--- config.mk ---
export PLATFORM = sky130hd
export DESIGN_NAME = fwd_hazard_unit_flat
export DESIGN_NICKNAME = d
export VERILOG_FILES = /design/src/rtl/fwd_hazard_unit_if.sv /design/src/rtl/fwd_hazard_unit.sv /design/src/flat_wrapper.sv
export SDC_FILE = /design/constraint.sdc
export NUM_CORES = 1
export LEC_CHECK = 0
export ABC_AREA = 1
export ABC_CLOCK_PERIOD_IN_PS = 2240
export BUFFER_PORTS_ARGS = -buffer_cell sky130_fd_sc_hd__buf_2
export CAP_MARGIN = 20
export CORE_MARGIN = 3
export CORE_UTILIZATION = 50
export DETAILED_ROUTE_END_ITERATION = 6
export PLACE_DENSITY_LB_ADDON = 0.08
export SYNTH_ARGS = -nofsm -noshare
export SYNTH_HDL_FRONTEND = slang
export SYNTH_SLANG_ARGS = --single-unit
export TNS_END_PERCENT = 5
--- constraint.sdc ---
create_clock -name clk -period 2.24 [get_ports clk]
set_input_delay 0.448 -clock clk [delete_from_list [all_inputs] [get_ports clk]]
set_output_delay 0.448 -clock clk [all_outputs]
set_load 0.1 [all_outputs]
--- src/rtl/fwd_hazard_unit_if.sv ---
// ID-side bundle for the forwarding/hazard unit.
// master = ID stage driver, slave = hazard unit.
interface fwd_hazard_unit_if #(
  parameter int REG_NUM_W  = 5,
  parameter int NUM_SRC    = 2,
  parameter int NUM_STAGES = 3,
  parameter int CNT_W      = 32
);
  localparam int SEL_W = $clog2(NUM_STAGES + 1);

  logic                         id_valid;
  logic [NUM_SRC*REG_NUM_W-1:0] id_src_num;
  logic [NUM_SRC-1:0]           id_src_used;
  logic [REG_NUM_W-1:0]         id_wr_num;
  logic                         id_wr_en;
  logic                         id_is_load;
  logic                         flush;
  logic                         stall;
  logic [NUM_SRC*SEL_W-1:0]     fwd_sel_ex;
  logic [CNT_W-1:0]             stall_cnt;

  modport master (
    output id_valid,
    output id_src_num,
    output id_src_used,
    output id_wr_num,
    output id_wr_en,
    output id_is_load,
    output flush,
    input  stall,
    input  fwd_sel_ex,
    input  stall_cnt
  );

  modport slave (
    input  id_valid,
    input  id_src_num,
    input  id_src_used,
    input  id_wr_num,
    input  id_wr_en,
    input  id_is_load,
    input  flush,
    output stall,
    output fwd_sel_ex,
    output stall_cnt
  );
endinterface

--- src/rtl/fwd_hazard_unit.sv ---
// Forwarding select and load-use stall generation
// from a shifting pipeline of in-flight dest tags.
module fwd_hazard_unit #(
  parameter int REG_NUM_W  = 5,
  parameter int NUM_SRC    = 2,
  parameter int NUM_STAGES = 3,
  parameter int LOAD_LAT   = 1,
  parameter int CNT_W      = 32
) (
  input  logic               clk,
  input  logic               rst,
  fwd_hazard_unit_if.slave   bus
);
  localparam int SEL_W = $clog2(NUM_STAGES + 1);

  typedef logic [REG_NUM_W-1:0] reg_t;
  typedef logic [SEL_W-1:0]     sel_t;

  typedef struct packed {
    logic vld;
    logic we;
    logic ld;
    reg_t num;
  } slot_t;

  slot_t [NUM_STAGES-1:0]  slot_q;
  slot_t [NUM_STAGES-1:0]  slot_d;
  sel_t  [NUM_SRC-1:0]     sel_q;
  sel_t  [NUM_SRC-1:0]     sel_d;
  logic  [CNT_W-1:0]       cnt_q;
  logic  [CNT_W-1:0]       cnt_d;

  reg_t  [NUM_SRC-1:0]     src_c;
  logic  [NUM_STAGES-1:0]  prod_c;
  sel_t  [NUM_SRC-1:0]     sel_c;
  logic  [NUM_SRC-1:0]     haz_c;
  logic                    stall_c;
  logic                    accept_c;

  assign src_c = bus.id_src_num;

  // A slot can feed a bypass only if it really writes a non-zero reg.
  always_comb begin
    prod_c = '0;
    for (int k = 0; k < NUM_STAGES; k++) begin
      prod_c[k] = slot_q[k].vld & slot_q[k].we &
                  (slot_q[k].num != '0);
    end
  end

  // Per-operand match; scanning old to young lets the youngest win.
  always_comb begin
    sel_c = '0;
    haz_c = '0;
    for (int i = 0; i < NUM_SRC; i++) begin
      for (int k = NUM_STAGES - 1; k >= 0; k--) begin
        if (bus.id_src_used[i] && (src_c[i] != '0) &&
            prod_c[k] && (slot_q[k].num == src_c[i])) begin
          sel_c[i] = sel_t'(k + 1);
          haz_c[i] = slot_q[k].ld && (k < LOAD_LAT);
        end
      end
    end
  end

  // Flush overrides a hazard: the killed instruction never waits.
  always_comb begin
    stall_c  = bus.id_valid & ~bus.flush & (|haz_c);
    accept_c = bus.id_valid & ~bus.flush & ~stall_c;
  end

  // Slots always advance so a blocking load keeps moving.
  always_comb begin
    slot_d = '0;
    for (int k = NUM_STAGES - 1; k >= 1; k--) begin
      slot_d[k] = slot_q[k-1];
    end
    if (accept_c) begin
      slot_d[0].vld = 1'b1;
      slot_d[0].we  = bus.id_wr_en;
      slot_d[0].ld  = bus.id_is_load;
      slot_d[0].num = bus.id_wr_num;
    end
  end

  // EX bypass select and saturating stall counter.
  always_comb begin
    sel_d = accept_c ? sel_c : '0;
    cnt_d = cnt_q;
    if (stall_c && (cnt_q != '1)) begin
      cnt_d = cnt_q + 1'b1;
    end
  end

  // State update; reset empties all slots.
  always_ff @(posedge clk or negedge rst) begin
    if (!rst) begin
      slot_q <= '0;
      sel_q  <= '0;
      cnt_q  <= '0;
    end else begin
      slot_q <= slot_d;
      sel_q  <= sel_d;
      cnt_q  <= cnt_d;
    end
  end

  assign bus.stall      = stall_c;
  assign bus.fwd_sel_ex = sel_q;
  assign bus.stall_cnt  = cnt_q;
endmodule

--- src/flat_wrapper.sv ---
// flat-port wrapper written by rule: the top's interface ports become plain ports
module fwd_hazard_unit_flat 
#(
  parameter int REG_NUM_W  = 5,
  parameter int NUM_SRC    = 2,
  parameter int NUM_STAGES = 3,
  parameter int LOAD_LAT   = 1,
  parameter int CNT_W      = 32
)
  (clk, rst, bus_id_valid, bus_id_src_num, bus_id_src_used, bus_id_wr_num, bus_id_wr_en, bus_id_is_load, bus_flush, bus_stall, bus_fwd_sel_ex, bus_stall_cnt);
  fwd_hazard_unit_if #(.REG_NUM_W(REG_NUM_W), .NUM_SRC(NUM_SRC), .NUM_STAGES(NUM_STAGES), .CNT_W(CNT_W)) bus_i ();
  input  logic clk;
  input  logic rst;
  input wire logic [$bits(bus_i.id_valid)-1:0] bus_id_valid;
  input wire logic [$bits(bus_i.id_src_num)-1:0] bus_id_src_num;
  input wire logic [$bits(bus_i.id_src_used)-1:0] bus_id_src_used;
  input wire logic [$bits(bus_i.id_wr_num)-1:0] bus_id_wr_num;
  input wire logic [$bits(bus_i.id_wr_en)-1:0] bus_id_wr_en;
  input wire logic [$bits(bus_i.id_is_load)-1:0] bus_id_is_load;
  input wire logic [$bits(bus_i.flush)-1:0] bus_flush;
  output wire logic [$bits(bus_i.stall)-1:0] bus_stall;
  output wire logic [$bits(bus_i.fwd_sel_ex)-1:0] bus_fwd_sel_ex;
  output wire logic [$bits(bus_i.stall_cnt)-1:0] bus_stall_cnt;
  assign bus_i.id_valid = bus_id_valid;
  assign bus_i.id_src_num = bus_id_src_num;
  assign bus_i.id_src_used = bus_id_src_used;
  assign bus_i.id_wr_num = bus_id_wr_num;
  assign bus_i.id_wr_en = bus_id_wr_en;
  assign bus_i.id_is_load = bus_id_is_load;
  assign bus_i.flush = bus_flush;
  assign bus_stall = bus_i.stall;
  assign bus_fwd_sel_ex = bus_i.fwd_sel_ex;
  assign bus_stall_cnt = bus_i.stall_cnt;
  fwd_hazard_unit #(.REG_NUM_W(REG_NUM_W), .NUM_SRC(NUM_SRC), .NUM_STAGES(NUM_STAGES), .LOAD_LAT(LOAD_LAT), .CNT_W(CNT_W)) u_core (.clk(clk), .rst(rst), .bus(bus_i));
endmodule
==> results of run 1 <==
[registers in the layout, summed over array words and instances (netlist names)]
name / flops
u_core.bus.fwd_sel_ex: 4
u_core.bus.stall_cnt: 32
u_core.slot_d: 15
u_core.slot_q: 7
[routing by layer]
layer | vias up | wire length, um
met1 | 1571 | 5060
met4 | 0 | 121
met3 | 9 | 645
met2 | 134 | 3820
li1 | 1726 | -
met5 | - | 0
[metrics by stage]
stage	hold WS [ps]	utilization [%]
2_1_floorplan	152	-
3_3_place_gp	358	58.1
3_5_place_dp	360	58.1
4_1_cts	181	61.7
5_1_grt	217	62.1
6_report	166	62.1
[repair_timing]
item                                    in CTS  in global routing
buffers inserted                             1                  1
endpoints found under the setup margin       1                 13
resized for setup                            5                  5
endpoints found under the hold margin        0                  0
cloned                                       0                  0
hold buffers                                 0                  0
pin swaps                                    2                  4
[layout make-up]
type | instances | share of cell area, %
inverter | 33 | 2.91
timing repair buffer | 69 | 9.04
sequential | 58 | 34.1
multi-input combinational | 399 | 45.8
tap | 96 | 2.82
clock inverter | 7 | 2.41
clock buffer | 9 | 2.91
[where the power goes]
| part | switching, mW | internal (mW) | leakage [nW] |
|---|---|---|---|
| clock network | 0.476 | 0.635 | 0.110 |
| registers | 0.0192 | 1.06 | 0.793 |
| logic | 0.0954 | 0.0576 | 1.26 |
[placed cells by master, fill, tap and decap left out, types with 5 or more instances in the layout]
master      n
buf_2      58
buf_4      10
clkbuf_8    9
dfrtp_1    55
inv_1      28
inv_2       5
nand2_1   204
nand3b_1   14
nand4_1    37
nor2_1     72
nor2_2      7
nor3_1      6
xnor2_1    22
xor2_1     16
[worst min path at each step]
stage	start	end	depth (start not counted)
6_report	rst	u_core.slot_q[16]	1
5_1_grt	rst	u_core.slot_q[16]	1
4_1_cts	rst	u_core.bus.stall_cnt[1]	1
3_5_place_dp	u_core.slot_d[23]	u_core.slot_q[23]	0
3_3_place_gp	u_core.slot_d[15]	u_core.slot_d[23]	0
2_1_floorplan	rst	u_core.bus.fwd_sel_ex[0]	0
[cells by family after synthesis]
kind of cell    Yosys count  synth area share [%]
compound gates            6                 0.910
buf+inv                  46                  5.64
simple gates            354                  43.2
flops                    58                  40.6
fa+ha+maj                 1                 0.350
xor+xnor                 38                  9.31
==> reports/metrics.cfg, run 1 <==
[timing]
clock.fmax_ghz=0.454
setup_ws_ps=37.5
slew_headroom_pct=51.5
fin_skew_ps=8.01
hold_violations=0
fin_crit_sh_pct=98.3
rsz0062_at_grt=yes
setup_violations=0
period_needed_ps=2200
tns_ps=0
worst_pin_slew_ps=728
maxSlewViolCount=0

[cells_and_area]
drive_above_1_share_pct=19.3
final_area_um2=4260
final_cells=671
fin_nets=594
area_delta_synth_final_pct=19.3
nFillCells=634
register_area_um2=1460
diodes=0
multi_input_area_um2=1950

[route]
wl_per_cell_um=14.4
drc=0
dr.pass1.iters=5
drt_iter0_drc=245
via_per_inst=5.13
detail-route-antenna-nets=0
via_count=3440
drt-total-wl_mm=9.65

[clock_network]
cts_sinks=58
cts_tree=done
clockBufferDepth=2
cts-root-buf=clkbuf_8
path_clk_slew_ps=70
htree_levels=3
clk_latency_ps=340
cts-buffers-inserted=9

[logic_synthesis]
synth.most_common_cell=nand2_1
yosys-top-cells-count=206 x nand2_1, 75 x nor2_1, 58 x dfrtp_1
yosysWarnings=0
ys_top_cells_by_area=dfrtp_1 41%, nand2_1 22%, nor2_1 7.9%
ys_seq_area_share_pct=40.6
synth_top_flop_cell=dfrtp_1
synth_top_area_share_pct=40.6
synth_seq_cells=58
synth_edf_count=0
avgSynthCellArea_um2=7.11
ys_types=24
synth_nets=527
async_flop_share_pct=100
syn_inst=503
yosysTopAreaCell=dfrtp_1
netlist_area_um2=3570

[power_and_ir_drop]
total_power_mw=2.35
power.leakage_nw=2.17
powerDensity_nw_per_um2=550
irDropWorstVdd_mv=0.574

[setup_path]
r2r_start=u_core.bus.stall_cnt[0]
critPathCapture=bus_stall
criticalPathCategory=register to output pin
r2r_slack_ps=210
cp_max_fo=5
critPathArrivalTime_ps=1750
r2r_end=u_core.bus.stall_cnt[3]
critPathLaunchType=register
cp_data_required_time_ps=1790
cpPeakStageDelay_ps=460
crit_slowest_cell=dfrtp_1
cp_num_buf_inv=1
crit_top_cell=nand2_1
worst-path-stages=8
worstRegToRegCells=9
worst_setup_path_end_kind=output pin
path_delay_family=simple AND/OR/NAND/NOR gates
cp_cell_sequence=nor2_1 -> nand2_1 -> o21bai_2 -> nor2_2 -> nand2_1 -> nand2_1 -> and3_4 -> buf_12
critPathLaunch=u_core.slot_d[11]

[worst_hold_path]
hp-class=input port to async pin

[floorplan]
rows=30
start_util_pct=52.0
io_pins=60
coreArea_um2=6870
dieArea_um2=8200
die-width_um=90.6
die_y_um=90.6

[grt]
use_met3_pct=4.75
grt_busiest_layer=met1
antenna_found_initial=0
grt_max_degree=35
met2_usage_pct=32.9
grt_pass1_vias=3124
grt_remaining_overflow=0
grt_use_total_pct=24.8
grt_first_pass_wirelength_mm=16.0
met1_usage_pct=40.1

[flow_run]
max_cap_violations=0

[status]
outcome=finished clean

[place]
gp_congestion=0.958
dp_cells=653
dpl.hpwl_mm=7.30
place_area_um2=3990
io_buffers=59
dp_slack_ps=159

Note: power is estimated with default switching activity, not from simulation.
==> run 2, diff against run 1 <==
--- a/config.mk
+++ b/config.mk
@@ -5,7 +5,6 @@
 export SDC_FILE = /design/constraint.sdc
 export NUM_CORES = 1
 export LEC_CHECK = 0
-export ABC_AREA = 1
 export ABC_CLOCK_PERIOD_IN_PS = 2240
 export BUFFER_PORTS_ARGS = -buffer_cell sky130_fd_sc_hd__buf_2
 export CAP_MARGIN = 20
==> run 2 against run 1 <==
Combinational power increased by 3%. Critical path depth decreased by 2. The flow now finishes with violations (negative setup slack). Global-route usage fell by 2.7 points. Via count fell by 35%. Clock skew about the same. Routed wire length down 33%. First-iteration DRC count shrank 49%. Design area is 12% lower. Sequential power is essentially flat. Largest cell class is now flip-flops and latches. Die area down 19%.
==> reports/metrics.cfg, run 2 <==
[clock_network]
clockBufferDepth=2  ; unchanged
cts_tree=done  ; unchanged
path_clk_slew_ps=70  ; about the same
htree_levels=3  ; unchanged
cts_sinks=58  ; unchanged
cts-root-buf=clkbuf_8  ; unchanged
clk_latency_ps=350  ; was 340 ps
cts_hold_buf=0  ; unchanged
cts-buffers-inserted=9  ; unchanged

[floorplan]
die_y_um=81.6  ; was 90.6 um
start_util_pct=53.9  ; was 52.0%
io_pins=60  ; unchanged
dieArea_um2=6660  ; was 8200 um^2
rows=26  ; was 30
die-width_um=81.6  ; was 90.6 um
coreArea_um2=5300  ; was 6870 um^2

[timing]
clock.fmax_ghz=0.404  ; was 0.454 GHz
period_needed_ps=2470  ; was 2200 ps
hold_violations=0  ; unchanged
rsz0062_at_grt=yes  ; unchanged
setup_violations=1  ; was 0
worst_pin_slew_ps=517  ; was 728 ps
maxSlewViolCount=0  ; unchanged
slew_headroom_pct=65.2  ; was 51.5%
setup_ws_ps=-234  ; was 37.5 ps
fin_skew_ps=8.00  ; was 8.01 ps
fin_crit_sh_pct=110  ; was 98.3%

[grt]
grt_pass1_vias=2198  ; was 3124
grt_first_pass_wirelength_mm=10.8  ; was 16.0 mm
grt_use_total_pct=22.1  ; was 24.8%
grt_remaining_overflow=0  ; unchanged
antenna_found_initial=0  ; unchanged
grt_max_degree=40  ; was 35

[setup_path]
criticalPathCategory=register to output pin  ; unchanged
worst_setup_path_end_kind=output pin  ; unchanged
critPathLaunchType=register  ; unchanged
cp_max_fo=3  ; was 5
critPathArrivalTime_ps=2030  ; was 1750 ps
cp_data_required_time_ps=1790  ; about the same

[place]
gp_congestion=0.869  ; was 0.958
place_area_um2=3430  ; was 3990 um^2
dpl.hpwl_mm=4.65  ; was 7.30 mm
io_buffers=59  ; unchanged

[cells_and_area]
multi_input_area_um2=1430  ; was 1950 um^2
layout_commonest_cell=buf_2  ; was nand2_1
fin_nets=383  ; was 594
final_area_um2=3760  ; was 4260 um^2
drive_above_1_share_pct=37.6  ; was 19.3%
nFillCells=424  ; was 634
register_area_um2=1460  ; about the same
diodes=0  ; unchanged
area_delta_synth_final_pct=31.5  ; was 19.3%
largest_reg_flops=32  ; unchanged
fin_util_pct=70.9  ; was 62.1%
layout_common_cells=58 x buf_2, 49 x dfrtp_1, 35 x xor2_1  ; was 204 x nand2_1, 72 x nor2_1, 58 x buf_2

[route]
via_count=2245  ; was 3440
dr.pass1.iters=4  ; was 5
wl_per_cell_um=15.0  ; was 14.4 um
drt_iter0_drc=126  ; was 245
via_per_inst=5.17  ; was 5.13
drc=0  ; unchanged
drt-total-wl_mm=6.50  ; was 9.65 mm
detail-route-antenna-nets=0  ; unchanged

[power_and_ir_drop]
irDropWorstVdd_mv=0.407  ; was 0.574 mV
total_power_mw=2.14  ; was 2.35 mW
power.leakage_nw=1.83  ; was 2.17 nW
powerDensity_nw_per_um2=569  ; was 550 nW/um^2

[logic_synthesis]
ys_seq_area_share_pct=50.8  ; was 40.6%
avgSynthCellArea_um2=10.8  ; was 7.11 um^2
synth_top_flop_cell=dfrtp_1  ; unchanged
ys_top_cells_by_area=dfrtp_1 51%, xor2_1 11%, xnor2_1 7.7%  ; was dfrtp_1 41%, nand2_1 22%, nor2_1 7.9%
ys_types=33  ; was 24
yosys-top-cells-count=58 x dfrtp_1, 35 x xor2_1, 32 x nor3_1  ; was 206 x nand2_1, 75 x nor2_1, 58 x dfrtp_1
synth.most_common_cell=dfrtp_1  ; was nand2_1
synth_seq_cells=58  ; unchanged
syn_inst=265  ; was 503
yosysTopAreaCell=dfrtp_1  ; unchanged
yosysWarnings=0  ; unchanged
netlist_area_um2=2860  ; was 3570 um^2
synth_top_area_share_pct=50.8  ; was 40.6%
synth_edf_count=0  ; unchanged
synth_nets=289  ; was 527
async_flop_share_pct=100  ; unchanged

[status]
outcome=finished with violations  ; was finished clean
violations=negative setup slack

[worst_hold_path]
hp-class=input port to async pin  ; unchanged

[flow_run]
max_cap_violations=0  ; unchanged

run 2: changes by cell type after synthesis, sizes merged, moves of 9 or more:
cell | before | now
nand3 | 8 | 17
nand2 | 209 | 15
nand3b | 14 | 0
inv | 33 | 8
nand4 | 37 | 11
xor2 | 16 | 35
nor3 | 6 | 32
nor2 | 79 | 12
run 2: layer usage:
layer  track usage [%]  share of wire (%)  up-vias  wire length [um]
li1                  -                  -     1106                 -
met1              32.2                 50     1070              3220
met2              31.0                 44       59              2850
met3              6.25                5.3       10               346
met4              8.47                1.2        0                78
met5                 0                  0        -                 0
run 2: power by group:
group          switching, mW  internal, mW
registers             0.0196          1.06
clock network          0.458         0.441
logic                 0.0798        0.0783
run 2: final cells by class:
type | instances | area share [%]
well taps | 70 | 2.33
clock inverters | 6 | 1.33
clock buffers | 10 | 3.66
flip-flops and latches | 58 | 38.9
multi-input cells | 194 | 38.1
repair buffers | 88 | 14.8
inverters | 8 | 0.799
run 2: kinds of logic (layout without fill, tap and decap cells):
logic type / after synthesis / in the layout / share of synthesized area, %
and+or+nand+nor: 122 / 122 / 23.8
xor gates and xnor gates: 60 / 60 / 18.4
DFF: 58 / 58 / 50.8
buffers and inverters: 13 / 112 / 2.36
AOI/OAI and AO/OA: 9 / 9 / 3.46
muxes: 2 / 2 / 0.788
adders and majority gates: 1 / 1 / 0.438
run 2: stage by stage:
step	setup WS (ps)	cells	hold slack (ps)	TNS, ps
final	-234	434	41.0	-234
after floorplan	-285	265	152	-5080
after CTS	-272	432	52.1	-330
after global placement	-16.1	411	363	-16.6
after global routing	-317	434	69.2	-888
after detailed placement	-78.2	411	362	-152
run 2: final timing paths:
path	start	endpoint	slack, ps	cells after the start
max	u_core.slot_d[10]	bus_stall	-230	6
min	rst	u_core.slot_q[16]	40	1
max reg2reg	u_core.slot_d[10]	u_core.bus.stall_cnt[1]	0	7
min reg2reg	u_core.slot_d[22]	u_core.slot_q[22]	380	0
max in group asynchronous	rst	u_core.bus.stall_cnt[15]	1620	2
min in group clk	bus_id_wr_num[1]	u_core.slot_d[9]	300	2
run 2: critical path, cell delays in order, from the launching register on:
cell      delay [ps]
dfrtp_2          440
or4_4            500
o211ai_4         260
nor4_4            80
nor2_2           190
nor2_4            60
buf_12           160
run 2: timing repair:
action	CTS	global route
resized for setup	6	12
setup endpoints to repair	1	37
pin swaps	9	4
setup buffers	5	2
